### src/rtl/sr_latch_arbiter.sv
// Round-robin arbiter that shares one SR latch among NREQ requesters.
// Drives timed, mutually exclusive s/r pulses, then reads q back and acknowledges.
module sr_latch_arbiter #(
  parameter int unsigned NREQ      = 4,
  parameter int unsigned PULSE_CYC = 2,
  parameter int unsigned GAP_CYC   = 1
) (
  input  logic                    clk,
  input  logic                    rst,
  input  logic [NREQ-1:0]         req,
  input  logic [NREQ-1:0]         op,
  input  logic                    q,
  output logic                    s,
  output logic                    r,
  output logic [NREQ-1:0]         ack,
  output logic                    err,
  output logic                    busy,
  output logic [$clog2(NREQ)-1:0] gnt_id
);

  localparam int unsigned IW = $clog2(NREQ);

  typedef enum logic [1:0] {IDLE, PULSE, RECOVER, DONE} state_t;

  state_t        state;
  logic [IW-1:0] last;
  logic [IW-1:0] pick;
  logic [IW-1:0] cand;
  logic          found;
  logic          exp_val;
  logic [7:0]    cnt;

  // Search starts one past the last grant, so a held request is ranked last next time.
  always_comb begin
    found = 1'b0;
    pick  = '0;
    cand  = '0;
    for (int unsigned k = 1; k <= NREQ; k++) begin
      cand = IW'((32'(last) + k) % NREQ);
      if (!found && req[cand]) begin
        found = 1'b1;
        pick  = cand;
      end
    end
  end

  always_ff @(posedge clk or posedge rst) begin
    if (rst) begin
      state   <= IDLE;
      s       <= 1'b0;
      r       <= 1'b0;
      ack     <= '0;
      err     <= 1'b0;
      busy    <= 1'b0;
      gnt_id  <= '0;
      last    <= IW'(NREQ - 1);
      exp_val <= 1'b0;
      cnt     <= '0;
    end else begin
      ack <= '0;
      err <= 1'b0;
      case (state)
        IDLE: begin
          if (found) begin
            exp_val <= op[pick];
            gnt_id  <= pick;
            last    <= pick;
            busy    <= 1'b1;
            // Latch already holds the requested value: acknowledge without pulsing.
            if (q == op[pick]) begin
              state     <= DONE;
              ack[pick] <= 1'b1;
            end else begin
              state <= PULSE;
              s     <= op[pick];
              r     <= ~op[pick];
              cnt   <= 8'(PULSE_CYC - 1);
            end
          end
        end
        PULSE: begin
          if (cnt == '0) begin
            s     <= 1'b0;
            r     <= 1'b0;
            state <= RECOVER;
            cnt   <= 8'(GAP_CYC - 1);
          end else begin
            cnt <= cnt - 8'd1;
          end
        end
        RECOVER: begin
          if (cnt == '0) begin
            state       <= DONE;
            ack[gnt_id] <= 1'b1;
            err         <= (q != exp_val);
          end else begin
            cnt <= cnt - 8'd1;
          end
        end
        DONE: begin
          state <= IDLE;
          busy  <= 1'b0;
        end
        default: state <= IDLE;
      endcase
    end
  end

endmodule

### config.mk
export PLATFORM = sky130hd
export DESIGN_NAME = sr_latch_arbiter
export DESIGN_NICKNAME = d
export VERILOG_FILES = /design/src/rtl/sr_latch_arbiter.sv
export SDC_FILE = /design/constraint.sdc
export NUM_CORES = 1
export LEC_CHECK = 0
export ABC_AREA = 1
export CORE_MARGIN = 1
export CORE_UTILIZATION = 67
export DETAILED_ROUTE_END_ITERATION = 8
export DONT_BUFFER_PORTS = 1
export PLACE_DENSITY = 0.83
export SKIP_LAST_GASP = 1
export SYNTH_ARGS = -nofsm -noshare
export SYNTH_HDL_FRONTEND = slang
export SYNTH_SLANG_ARGS = --single-unit
### constraint.sdc
create_clock -name clk -period 3.5 [get_ports clk]
set_input_delay 0.35 -clock clk [delete_from_list [all_inputs] [get_ports clk]]
set_output_delay 0.35 -clock clk [all_outputs]
set_load 0.02 [all_outputs]
==> impl_metrics.env <==
export IMPL_muxShareOfSynthArea_pct=0
export IMPL_stdcell_count=249
export IMPL_min_period_over_period_pct=68.6
export IMPL_multi_input_area_um2=886
export IMPL_grt_pass1_wl_um=5490
export IMPL_die_h_um=51.0
export IMPL_finalSetupViolations=0
export IMPL_gp_congestion=0.968
export IMPL_synth_edff_count=0
export IMPL_yosysWarnings=0
export IMPL_clkSinkCount=23
export IMPL_synth_compound_area_share_pct=7.85
export IMPL_worst_slack_ns=1.10
export IMPL_syn_inst=220
export IMPL_rsz0062_at_grt="false"
export IMPL_drtAntennaViolNets=0
export IMPL_setup_tns_ns=0
export IMPL_cap_violations=0
export IMPL_synthArstFlopShare_pct=100
export IMPL_syn_nets=236
export IMPL_place_area_um2=1620
export IMPL_cts_buffers=3
export IMPL_fillers=189
export IMPL_synthSimpleGateAreaFrac_pct=40.0
export IMPL_numPlacedInstances=245
export IMPL_layout_nets=238
export IMPL_io_buffers=0
export IMPL_hp_class="in -> async"
export IMPL_drive_gt1_share_pct=13.1
export IMPL_finClkSkew_ns=0.0113
export IMPL_cp_max_fo=13
export IMPL_clk_path_buf_depth=2
export IMPL_avgViaCountPerCell=5.56
export IMPL_synth_seq_cells=23
export IMPL_slew_limit_headroom_pct=43.7
export IMPL_wl_um=3160
export IMPL_initial_utilization_pct=72.1
export IMPL_clkSlewWorstSetupHoldPaths_ns=0.13
export IMPL_seq_area_um2=578
export IMPL_grt_pass1_vias=1334
export IMPL_place_ws_ns=1.11
export IMPL_status="complete, no violations"
export IMPL_path_cells="inv_4, nand2_1, nand3_1, nand2_1, nor2_8, nand2_1, nor2_2, a21oi_4, inv_2, nand2_2, nand3_2, nand3_4, nand3_2, nand2_1, nand2_1"
export IMPL_period_minus_slack_ns=2.40
export IMPL_dpl_hpwl_um=2530
export IMPL_cpPeakStageDelay_ns=0.65
export IMPL_synth_area_um2=1610
export IMPL_die_area_um2=2600
export IMPL_grt_max_degree=24
export IMPL_post_cts_buffers=0
export IMPL_track_usage_pct=28.1
export IMPL_synth_seq_area_share_pct=35.9
export IMPL_num_vias=1385
export IMPL_synth_area_per_cell_um2=7.32
export IMPL_coreArea_um2=2230
export IMPL_synth_xor_area_share_pct=3.26
export IMPL_area_growth_synth_to_final_pct=2.10
export IMPL_cts_root_buffer="clkbuf_4"
export IMPL_cts_tree="yes"
export IMPL_critical_path_endpoint_type="flop"
export IMPL_num_rows=17
export IMPL_crit_buf_inv=2
export IMPL_insertion_delay_ns=0.31
export IMPL_die_w_um=51.0
export IMPL_ctsHoldBuffers=0
export IMPL_diodes=0
export IMPL_ys_dominant_reg_cell="dfrtp_1"
export IMPL_ff2ff_setup_slack_ns=1.10
export IMPL_cts_max_level=1
export IMPL_synth_cell_types=27
export IMPL_drtIter0Drc=45
export IMPL_crit_family="simple AND/OR/NAND/NOR gates"
export IMPL_cpMostUsedCell="nand2_1"
export IMPL_report_final_slew_viol_count=0
export IMPL_design_area_um2=1640
export IMPL_wl_per_cell_um=12.7
export IMPL_crit_required_ns=3.72
export IMPL_cp_arrival_ns=2.62
export IMPL_drtPass1Iterations=4
export IMPL_pin_count=21
export IMPL_post_cts_resized=0
export IMPL_hold_viol_final=0
export IMPL_antenna_found_initial=0
export IMPL_synth_top_family_by_area="simple AND/OR/NAND/NOR gates"
export IMPL_drcViolationCount=0
export IMPL_synthAdderAreaFrac_pct=3.89
export IMPL_max_freq_mhz=416
export IMPL_start_kind="flop"
export IMPL_tightest_slew_ns=0.844
export IMPL_grt_overflow_total=0
export IMPL_slowest_stage="dfstp_2"
export IMPL_crit_type="reg -> reg"
cell usage in the layout (no fill, tap or decap), drive strengths merged:
| cell | n |
|---|---|
| clkbuf | 4 |
| dfrtp | 21 |
| nor2 | 20 |
| nor3 | 4 |
| nand3 | 19 |
| xnor2 | 2 |
| a22oi | 2 |
| ha | 5 |
| nand2 | 75 |
| o21ai | 14 |
| inv | 31 |
| a21oi | 5 |
| nand4 | 13 |
| xor2 | 4 |
| dfstp | 2 |
stage by stage:
stage / util [%] / hold slack (ns)
final: 73.6 / 0.0741
after global routing: 73.6 / 0.185
after CTS: 73.6 / 0.115
after detailed placement: 72.4 / 0.472
after global placement: 72.4 / 0.444
after floorplan: - / 0.350
layout make-up:
cell class,count,share of cell area (%)
well taps,28,2.13
clock buffers,4,1.60
multi-input cells,163,53.9
flip-flops and latches,23,35.2
inverters,31,7.23
sequential cells by signal (all words and copies together) (netlist names):
signal and flops:
ack 4, s 1, r 1, exp_val 1
busy 1, state 2, err 1, last 2
gnt_id 2, cnt 8
cells in the mapped netlist, types with 3 or more instances:
library cell | number | share of area [%]
a21oi_1 | 4 | 1.2
dfrtp_1 | 21 | 33
ha_1 | 5 | 3.9
inv_1 | 27 | 6.3
inv_2 | 3 | 0.70
nand2_1 | 66 | 15
nand2_2 | 7 | 2.7
nand3_1 | 13 | 4.0
nand3_2 | 5 | 3.1
nand4_1 | 13 | 5.1
nor2_1 | 17 | 4.0
nor3_1 | 4 | 1.2
o21ai_0 | 12 | 3.7
xor2_1 | 4 | 2.2
cells by family (layout without fill, tap and decap cells):
| group | Yosys count | count (layout) |
|---|---|---|
| AO/OA/AOI/OAI | 21 | 21 |
| XOR/XNOR | 6 | 6 |
| adder cells (fa/ha/maj) | 5 | 5 |
| buffers and inverters | 34 | 35 |
| flip-flops | 23 | 23 |
| AND/OR/NAND/NOR | 131 | 131 |
layer usage:
metal | share of wire [%] | vias up | GRT usage, % | wire [µm]
li1 | - | 716 | - | -
met1 | 45 | 628 | 37.1 | 1430
met2 | 49 | 33 | 45.6 | 1560
met3 | 3.8 | 8 | 4.46 | 119
met4 | 1.6 | 0 | 11.6 | 51
met5 | 0 | - | 0 | 0
path summary, 6_finish.rpt:
kind                       endpoint  depth (start not counted)    start
max                          cnt[6]                         15  last[0]
min in group clk                err                          2        q
max in group asynchronous    ack[1]                          1      rst
max reg2reg                  cnt[6]                         15  last[0]
min                          cnt[2]                          1      rst
min reg2reg                  cnt[0]                          2   cnt[0]
worst reg2reg max path: stages (launching register included):
cell,delay (ns)
dfstp_2,0.65
inv_4,0.09
nand2_1,0.06
nand3_1,0.11
nand2_1,0.18
nor2_8,0.06
nand2_1,0.07
nor2_2,0.05
a21oi_4,0.18
inv_2,0.07
nand2_2,0.10
nand3_2,0.13
nand3_4,0.20
nand3_2,0.18
nand2_1,0.12
nand2_1,0.06
Power is left out: the tool's default activity adds up to more than one toggle a clock period on the data nets, which glitch-free logic cannot reach.
